--- src/rtl/dram_arbiter.sv ---
// dram_arbiter: two-port arbiter/sequencer for the data RAM; DRAM_ARB_ROUND_ROBIN_EN selects round-robin instead of fixed priority on ties
module dram_arbiter #(
  parameter int ADDR_WIDTH = 16
) (
  input  logic                  i_Clk,
  input  logic                  i_Rst,
  input  logic                  i_P0_Req,
  input  logic [ADDR_WIDTH-1:0] i_P0_Addr,
  input  logic                  i_P0_WE,
  input  logic [3:0]            i_P0_ByteEn,
  input  logic [31:0]           i_P0_WD,
  output logic                  o_P0_Ack,
  output logic [31:0]           o_P0_RD,
  input  logic                  i_P1_Req,
  input  logic [ADDR_WIDTH-1:0] i_P1_Addr,
  input  logic                  i_P1_WE,
  input  logic [3:0]            i_P1_ByteEn,
  input  logic [31:0]           i_P1_WD,
  output logic                  o_P1_Ack,
  output logic [31:0]           o_P1_RD,
  output logic [ADDR_WIDTH-1:0] o_Mem_Addr,
  output logic                  o_Mem_WE,
  output logic [3:0]            o_Mem_ByteEn,
  output logic [31:0]           o_Mem_WD,
  input  logic [31:0]           i_Mem_RD
);
  typedef enum logic [1:0] {IDLE, ACCESS, RDATA, DONE} state_t;
  state_t state_q, state_d;
  logic owner_q, owner_d, last_q, last_d, pick1;
  logic ack0_q, ack0_d, ack1_q, ack1_d;
  logic [31:0] rd0_q, rd0_d, rd1_q, rd1_d, wd_q, wd_d;
  logic [ADDR_WIDTH-1:0] addr_q, addr_d;
  logic we_q, we_d;
  logic [3:0] be_q, be_d;
`ifdef DRAM_ARB_ROUND_ROBIN_EN
  assign pick1 = i_P1_Req & (~i_P0_Req | ~last_q);
`else
  assign pick1 = i_P1_Req & ~i_P0_Req;
`endif
  assign o_P0_Ack     = ack0_q;
  assign o_P1_Ack     = ack1_q;
  assign o_P0_RD      = rd0_q;
  assign o_P1_RD      = rd1_q;
  assign o_Mem_Addr   = addr_q;
  assign o_Mem_WE     = we_q;
  assign o_Mem_ByteEn = be_q;
  assign o_Mem_WD     = wd_q;
  // next state: grant in IDLE, present controls for one ACCESS cycle, ack from DONE
  always_comb begin
    state_d = state_q;
    owner_d = owner_q;
    last_d  = last_q;
    addr_d  = '0;
    we_d    = 1'b0;
    be_d    = '0;
    wd_d    = '0;
    ack0_d  = 1'b0;
    ack1_d  = 1'b0;
    rd0_d   = rd0_q;
    rd1_d   = rd1_q;
    case (state_q)
      IDLE: if (i_P0_Req | i_P1_Req) begin
        owner_d = pick1;
        last_d  = pick1;
        addr_d  = pick1 ? i_P1_Addr : i_P0_Addr;
        we_d    = pick1 ? i_P1_WE : i_P0_WE;
        be_d    = pick1 ? i_P1_ByteEn : i_P0_ByteEn;
        wd_d    = pick1 ? i_P1_WD : i_P0_WD;
        state_d = ACCESS;
      end
      ACCESS: begin
        state_d = we_q ? DONE : RDATA;
        ack0_d  = we_q & ~owner_q;
        ack1_d  = we_q & owner_q;
      end
      RDATA: begin
        rd0_d   = owner_q ? rd0_q : i_Mem_RD;
        rd1_d   = owner_q ? i_Mem_RD : rd1_q;
        ack0_d  = ~owner_q;
        ack1_d  = owner_q;
        state_d = DONE;
      end
      default: state_d = IDLE;
    endcase
  end
  // state and output registers
  always_ff @(posedge i_Clk) begin
    if (i_Rst) begin
      state_q <= IDLE;
      owner_q <= 1'b0;
      last_q  <= 1'b1;
      addr_q  <= '0;
      we_q    <= 1'b0;
      be_q    <= '0;
      wd_q    <= '0;
      ack0_q  <= 1'b0;
      ack1_q  <= 1'b0;
      rd0_q   <= '0;
      rd1_q   <= '0;
    end else begin
      state_q <= state_d;
      owner_q <= owner_d;
      last_q  <= last_d;
      addr_q  <= addr_d;
      we_q    <= we_d;
      be_q    <= be_d;
      wd_q    <= wd_d;
      ack0_q  <= ack0_d;
      ack1_q  <= ack1_d;
      rd0_q   <= rd0_d;
      rd1_q   <= rd1_d;
    end
  end
endmodule

--- config.mk ---
export PLATFORM = sky130hd
export DESIGN_NAME = dram_arbiter
export DESIGN_NICKNAME = d
export VERILOG_FILES = /design/src/rtl/dram_arbiter.sv
export SDC_FILE = /design/constraint.sdc
export NUM_CORES = 1
export LEC_CHECK = 0
export ABC_AREA = 1
export CAP_MARGIN = 20
export CORE_ASPECT_RATIO = 1.4
export CORE_MARGIN = 5
export CORE_UTILIZATION = 35
export DETAILED_ROUTE_END_ITERATION = 8
export HOLD_SLACK_MARGIN = 0.06
export PLACE_DENSITY_LB_ADDON = 0.3
export RECOVER_POWER = 25
export SLEW_MARGIN = 0
export SYNTH_ARGS = -nofsm -noshare
export SYNTH_HDL_FRONTEND = slang
export SYNTH_SLANG_ARGS = --single-unit
--- constraint.sdc ---
create_clock -name i_Clk -period 3.2 [get_ports i_Clk]
set_clock_uncertainty 0.2 [all_clocks]
set_input_delay 0.48 -clock i_Clk [delete_from_list [all_inputs] [get_ports i_Clk]]
set_output_delay 0.48 -clock i_Clk [all_outputs]
set_load 0.01 [all_outputs]
# Yosys cells after proc, flatten, opt, wreduce, memory -nomap -nowiden
# Index checks and enable logic that the tools add are counted.
[totals] reg_bits=122 in_bits=142 out_inout_bits=119 wordCells=35
[classes] n_eq_ne=3 mux=9 n_bitwise=8 n_reduce_logical=5
[op_table] cell="2-to-1 mux 32 bit" n=1
[op_table] cell="2-to-1 mux 16 bit" n=1
[op_table] cell="case mux 2 bit (3 select lines)" n=1
[op_table] cell="AND reduction 2 bit" n=3
[op_table] cell="2-to-1 mux 4 bit" n=1
[op_table] cell="inverter 1 bit" n=4
[op_table] cell="case mux 1 bit (2 select lines)" n=2
[op_table] cell="bitwise AND 1 bit" n=3
[op_table] cell="OR reduction 3 bit" n=1
[op_table] cell="equality test 2 x 1 -> 1 bit, second input constant" n=1
[op_table] cell="equality test 2 bit, second input constant" n=1
[op_table] cell="logical NOT 2 bit" n=1
[op_table] cell="2-to-1 mux 1 bit" n=2
[op_table] cell="2-to-1 mux 2 bit" n=1
[op_table] cell="inequality test 2 bit, second input constant" n=1
[op_table] cell="bitwise OR 1 bit" n=1

# Logic depth before layout (Yosys ltp)
# Gate-level depths: netlist of the first run.
[logic_depth] word_depth=3 mapped_depth=7 mapped_depth_nobuf=6

# Worst setup path before layout of the first run
# Ideal clock, no wire load.
[synth_timing] kind="reg-to-reg" from="register state_q[0]" to="register rd1_q[10] (netlist: o_P1_RD[10])" setup_time_ns=0.064 arrival_time_ns=1.184 t_required_ns=2.936 slack_ns=1.752 path_stages_with_launch=7 path_buffers=1 synth_period_minus_slack_ns=1.448 cell_sequence="dfxtp_1 inv_1 ha_1 nand2_2 clkbuf_1 o21ai_1 nor2_1"
[synth_between] elab_chain_len=2
[synth_lines] item="start, declared" line="28" source="state_t state_q, state_d;"
[synth_lines] item="start signal, assigned" line="101" source="state_q <= state_d;"
[synth_lines] item="equality test 2 bit" line="61" source="case (state_q)"
[synth_lines] item="AND reduction 2 bit (no source line)"
[synth_lines] item="end signal, assigned" line="111" source="rd1_q <= rd1_d;"
[synth_lines] item="end, declared" line="31" source="logic [31:0] rd0_q, rd0_d, rd1_q, rd1_d, wd_q, wd_d;"
# Every way passes these cells.
# A chain may end at the register's enable or synchronous reset.

# Final worst setup path of the first run
[layout_timing] from="input port i_P1_Req" to="register wd_q[7] (netlist: o_Mem_WD[7])"
[layout_between] elab_chain_len=3 elab_cells_between_ends=5 classes_between="mux (1); bitwise (3); reduce/logical (1)"
[layout_lines] item="start, declared" line="14" source="input logic i_P1_Req,"
[layout_lines] item="bitwise OR 1 bit" line="62" source="IDLE: if (i_P0_Req | i_P1_Req) begin"
[layout_lines] item="inverter 1 bit (no source line)"
[layout_lines] item="OR reduction 3 bit (no source line)"
[layout_lines] item="end signal, assigned" line="107" source="wd_q <= wd_d;"
[layout_lines] item="end, declared" line="31"
# Several ways; a longest one is shown, not always the timed one.

==> impl_metrics.ini, run 1 <==
[pwr]
internal_power_uw = 3911
p_leak_uw = 0.002991
p_seq_share_pct = 35.7
power_frac_clock_pct = 34.3
powerDensity_nw_per_um2 = 711.0
p_comb_share_pct = 30.1
ir_drop_mv = 0.3501
p_switching_uw = 1582
sw_frac_of_total_pct = 28.80

[final_layout]
syn2layout_area_growth_pct = 70.60
drive_gt1_share_pct = 11.30
diodes = 0
layout.nets = 940
stdcell_area_um2 = 7725

[sta]
worst_slew_pin_slew_ps = 1055
rsz0062_at_grt = no
fin_crit_ps = 2415
setup_viol = 0
slew_violations = 0
fin_crit_sh_pct = 75.47
slew_headroom_pct = 29.62
max_freq_mhz = 414.1
setup_tns_ps = 0
hold_viol = 0

[clock_network]
ctsResizeCount = 0
cts_max_level = 4
root_buffer = clkbuf_16
worstSkewPairLatency_ps = 410
clk_pin_slew_ps = 50
tritoncts = built
clock_path_buffers = 2
postCtsHoldBufs = 0
numCtsBuffers = 17
cts.sinks = 122
post-cts-setup-buffers = 0

[worst_setup_path]
worstPathRequired_ps = 3330
r2r_cells = 7
cp-start-kind = input port
r2r_slack_ps = 910
critPathLaunch = i_P1_Req
critPathMaxFanout = 54
critPathKind = input port to flip-flop
r2r_start = state_q[0]$_SDFFE_PP0P_
worst_ep_arrival_time_ps = 2550
end_kind = flip-flop
timing.rr.end = o_P0_RD[27]$_SDFFE_PP0P_

[drt]
via_per_inst = 4.680
dr.pass1.iters = 6
via_count = 4483
wire_per_inst_um = 15.38
drcViolationCount = 0
antenna_left = 0
drtIter0Drc = 132
routed_wl_mm = 14.74

[global_route]
grt_pass1_vias = 4591
grt_max_degree = 67
antenna_found_initial = 0
grtUsageTotal_pct = 19.08
grt.overflow.total = 0
grt_pass1_wl_mm = 22.80

[synth]
yosys.area_share.xor_xnor_pct = 0
synth_mux_area_share_pct = 0
syn_inst = 544
synth_fp_nets = 690
ys_ff_latch = 122
synthAdderAreaFrac_pct = 1.105
yosysSeqAreaShare_pct = 53.94
synth.avg_cell_area_um2 = 8.324
synth_compound_area_share_pct = 17.52
synth-simple-area-share_pct = 21.83
synth_area_leaders = dfxtp_1 54%, nor2_1 11%, a21oi_2 9.7%
yosys_warnings = 0
synth.top_cell.area_share_pct = 53.94
synth_top_family_by_area = simple AND/OR/NAND/NOR gates
synth_area_um2 = 4528
synth.distinct_cells = 22
yosysTopAreaCell = dfxtp_1

[worst_hold_path]
holdCritStartpoint = o_P0_RD[31]$_SDFFE_PP0P_
hold_path.class = flip-flop to flip-flop
hold_depth = 2
whs_endpoint = o_P0_RD[31]$_SDFFE_PP0P_

[floorplan]
die_h_um = 144.6
row_count = 49
fp.dieW_um = 106.1
start_util_pct = 35.51
die_area_um2 = 15340
pin_count = 261
core_area_um2 = 12750

[placed_design]
dpl.hpwl_mm = 11.14
numPortBuffers = 260
place_area_um2 = 7154
routabilityCongestion = 0.8077

[run]
drv_cap = 0

[outcome]
outcome = complete, no violations
[critical path, cell delays in order]
cell and delay (ps):
clkdlybuf4s50_1 500, nand2_1 560, inv_4 680, nand2_1 150, a21oi_2 140
[state kept, by name (all words and copies together), names as in the netlist]
signal,flops
o_Mem_WD,32
o_P0_RD,32
o_Mem_Addr,16
o_P1_RD,32
state_q,2
o_P0_Ack,1
o_Mem_ByteEn,4
o_P1_Ack,1
owner_q,1
o_Mem_WE,1
[cell usage after synthesis]
cell / count
o21ai_0: 53
o21ai_1: 12
buf_6: 5
inv_4: 1
nor2_4: 1
buf_4: 9
a21oi_1: 6
buf_1: 1
inv_1: 4
nor2_2: 1
ha_1: 4
nand3_1: 2
buf_2: 15
nor3_1: 2
nand2_2: 2
nand2_1: 115
nor2_1: 129
a21oi_2: 50
inv_2: 4
clkbuf_1: 4
nand2_4: 2
dfxtp_1: 122
[routing by layer]
metal  global-route usage, %  up-vias  wire (µm)
met1                   18.93     2007       5130
li1                        -     2240          -
met2                   34.32      204       7826
met3                   8.039       32       1347
met4                   9.209        0        433
met5                       0        -          0
[through the flow]
stage | hold WS (ps) | utilization [%] | total power (µW) | worst slack (ps) | instances
after floorplan | 276.0 | - | 2790 | 1752 | 544
after global routing | 305.5 | 60.58 | 5800 | 516.8 | 958
after global placement | 264.4 | 56.10 | 3639 | 886.0 | 928
after CTS | 284.1 | 60.68 | 5575 | 867.9 | 958
final | 279.6 | 60.58 | 5492 | 785.0 | 958
after detailed placement | 272.7 | 56.10 | 3684 | 851.1 | 928
[layout by cell type, fill, tap and decap left out]
master,n
dlygate4sd3_1,23
nand2_1,116
inv_4,1
inv_1,5
nor3_1,2
nand2_4,1
clkinvlp_4,1
clkinv_2,5
bufinv_16,3
nor2_4,1
buf_4,3
clkbuf_1,2
clkbuf_8,2
nand2_2,2
clkdlybuf4s50_1,237
buf_12,1
clkbuf_2,1
inv_2,3
clkbuf_16,17
nor2_1,130
a21oi_1,6
dfxtp_1,122
ha_1,4
o21ai_1,1
nand3_1,2
a21oi_2,50
o21ai_0,64
[cells by family after synthesis]
family | Yosys count
compound gates | 121
fa+ha+maj | 4
buf+inv | 43
flops | 122
simple gates | 254
[how the worst max path moves through the flow]
| stage | endpoint | cells past startpoint |
|---|---|---|
| 5_1_grt | o_Mem_WD[7]$_SDFF_PP0_ | 5 |
| 3_3_place_gp | o_Mem_WD[11]$_SDFF_PP0_ | 5 |
| 2_1_floorplan | o_P1_RD[10]$_SDFFE_PP0P_ | 6 |
| 4_1_cts | o_P0_RD[27]$_SDFFE_PP0P_ | 7 |
| 6_report | o_Mem_WD[7]$_SDFF_PP0_ | 5 |
| 3_5_place_dp | o_Mem_WD[11]$_SDFF_PP0_ | 5 |
[power groups by stage]
| stage | Combinational [µW] | Clock, µW | Sequential [µW] |
|---|---|---|---|
| 2_1_floorplan | 678 | 0 | 2110 |
| 3_3_place_gp | 1660 | 0 | 1980 |
| 3_5_place_dp | 1690 | 0 | 1990 |
| 4_1_cts | 1700 | 1910 | 1970 |
| 5_1_grt | 1810 | 2000 | 1990 |
| 6_report | 1650 | 1880 | 1960 |
[area by class of cell]
class	instances	area, µm²
clock buffers	21	460.4
clock inverters	9	122.6
fillers	1132	5027
inverters	9	36.28
multi-input cells	379	1822
flip-flops and latches	122	2442
well taps	153	191.4
repair buffers	265	2650
Power figures use the tool's default switching activity.
==> run 2: changes to the inputs <==
- clock period: 3.2 -> 2.4 ns (I/O delays scaled with it)
==> impl_metrics.ini, run 2 (synthesis results as in run 1) <==
[sta]
hold_viol = 0
max_freq_mhz = 524.1
fin_crit_ps = 1908
setup_tns_ps = 0
slew_headroom_pct = 43.07
rsz0062_at_grt = no
worst_slew_pin_slew_ps = 852.8
fin_crit_sh_pct = 79.49
setup_viol = 0
slew_violations = 0

[placed_design]
routabilityCongestion = 0.7855
numPortBuffers = 260
dp_cells = 929
dpl.hpwl_mm = 11.17

[worst_hold_path]
holdCritStartpoint = o_P1_RD[11]$_SDFFE_PP0P_
hold_path.class = flip-flop to flip-flop

[worst_setup_path]
critPathLaunch = i_P1_Req
critPathMaxFanout = 54
worst_ep_arrival_time_ps = 2050
r2r_start = state_q[0]$_SDFFE_PP0P_
worstPathRequired_ps = 2540
end_kind = flip-flop
critPathKind = input port to flip-flop
cp-start-kind = input port
worstPathBufferInverterCount = 2
critical-path-max-stage-delay_ps = 630
path_cells = dlygate4sd3_1 -> nand2_4 -> inv_2 -> nand2_1 -> a21oi_2
cp_top_family = buffers and inverters
critPathSlowestCell = dlygate4sd3_1

[global_route]
grt.overflow.total = 0
grt_max_degree = 67
grtUsageTotal_pct = 18.87
grt_pass1_wl_mm = 22.83
grt_pass1_vias = 4754
antenna_found_initial = 0

[drt]
drcViolationCount = 0
via_per_inst = 4.683
wire_per_inst_um = 15.31
routed_wl_mm = 14.71
drtIter0Drc = 96
via_count = 4500
dr.pass1.iters = 5
antenna_left = 0

[final_layout]
drive_gt1_share_pct = 10.77
syn2layout_area_growth_pct = 70.82
final_common_cell = clkdlybuf4s50_1
layout.nets = 941
diodes = 0
final_cell_mix = 259 x clkdlybuf4s50_1, 129 x nor2_1, 122 x dfxtp_1
final_cells = 961

[clock_network]
numCtsBuffers = 17
cts_max_level = 4
root_buffer = clkbuf_16
clk_pin_slew_ps = 60
post-cts-setup-buffers = 0
ctsResizeCount = 0
worstSkewPairLatency_ps = 400
clock_path_buffers = 2
cts.sinks = 122
tritoncts = built
postCtsHoldBufs = 0

[outcome]
outcome = complete, no violations

[pwr]
p_leak_uw = 0.002944
internal_power_uw = 5180
power_frac_clock_pct = 34.0
p_switching_uw = 2139
ir_drop_mv = 0.4883
p_seq_share_pct = 35.7
p_comb_share_pct = 30.3
sw_frac_of_total_pct = 29.22
powerDensity_nw_per_um2 = 946.2

[floorplan]
row_count = 49
start_util_pct = 35.51
die_h_um = 144.6
core_area_um2 = 12750
die_area_um2 = 15340
pin_count = 261
fp.dieW_um = 106.1

[run]
drv_cap = 0
-- run 2: cell count changes in the layout (fill, tap and decap cells not counted), sizes merged --
cell and delta:
bufinv -1, buf +1, clkdlybuf4s50 +22, clkinvlp +2
dlygate4sd3 -22, clkinv +1
-- run 2: worst register-to-register path: stages (launching register included) --
cell and delay (ps):
dfxtp_1 360, inv_1 90, ha_1 240, nand2_2 80
inv_1 30, clkbuf_2 410, nor2_1 260, nor2_1 70
-- run 2: power groups by stage --
| stage | Clock [µW] | Combinational, µW | Sequential [µW] |
|---|---|---|---|
| final | 2490 | 2210 | 2610 |
| after global routing | 2650 | 2420 | 2660 |
| after CTS | 2550 | 2270 | 2620 |
| after detailed placement | 0 | 2260 | 2660 |
| after global placement | 0 | 2220 | 2640 |
| after floorplan | 0 | 904 | 2820 |
-- run 2: stage by stage --
| step | hold WS [ps] | instance area (µm²) | util, % | setup WS, ps | total power (µW) |
|---|---|---|---|---|---|
| floorplan | 229.1 | 4528 | - | 951.6 | 3720 |
| global placement | 261.7 | 7187 | 56.36 | 454.7 | 4858 |
| detailed placement | 272.2 | 7187 | 56.36 | 425.0 | 4921 |
| CTS | 285.2 | 7777 | 60.99 | 483.7 | 7443 |
| global route | 307.2 | 7735 | 60.66 | 354.4 | 7737 |
| finish | 278.7 | 7735 | 60.66 | 492.1 | 7319 |
-- run 2: area by class of cell --
class | instances | area [µm²]
multi-input cells | 379 | 1794
fillers | 1127 | 5017
clock inverters | 11 | 120.1
well taps | 153 | 191.4
repair buffers | 266 | 2683
flip-flops and latches | 122 | 2442
clock buffers | 21 | 470.5
inverters | 9 | 33.78
-- run 2: path summary, 6_finish.rpt --
path	end	slack, ps	cells past startpoint
max	o_Mem_WD[29]$_SDFF_PP0_	490	5
min reg2reg	o_P1_RD[11]$_SDFFE_PP0P_	280	2
min	o_P1_RD[11]$_SDFFE_PP0P_	280	2
max reg2reg	o_P0_RD[7]$_SDFFE_PP0P_	540	7
-- run 2: routing by layer --
metal,vias up,part of all wire (%),GRT usage (%)
li1,2245,-,-
met1,2024,34,17.67
met2,196,53,34.72
met3,35,9.8,8.397
met4,0,3.2,9.413
met5,-,0,0
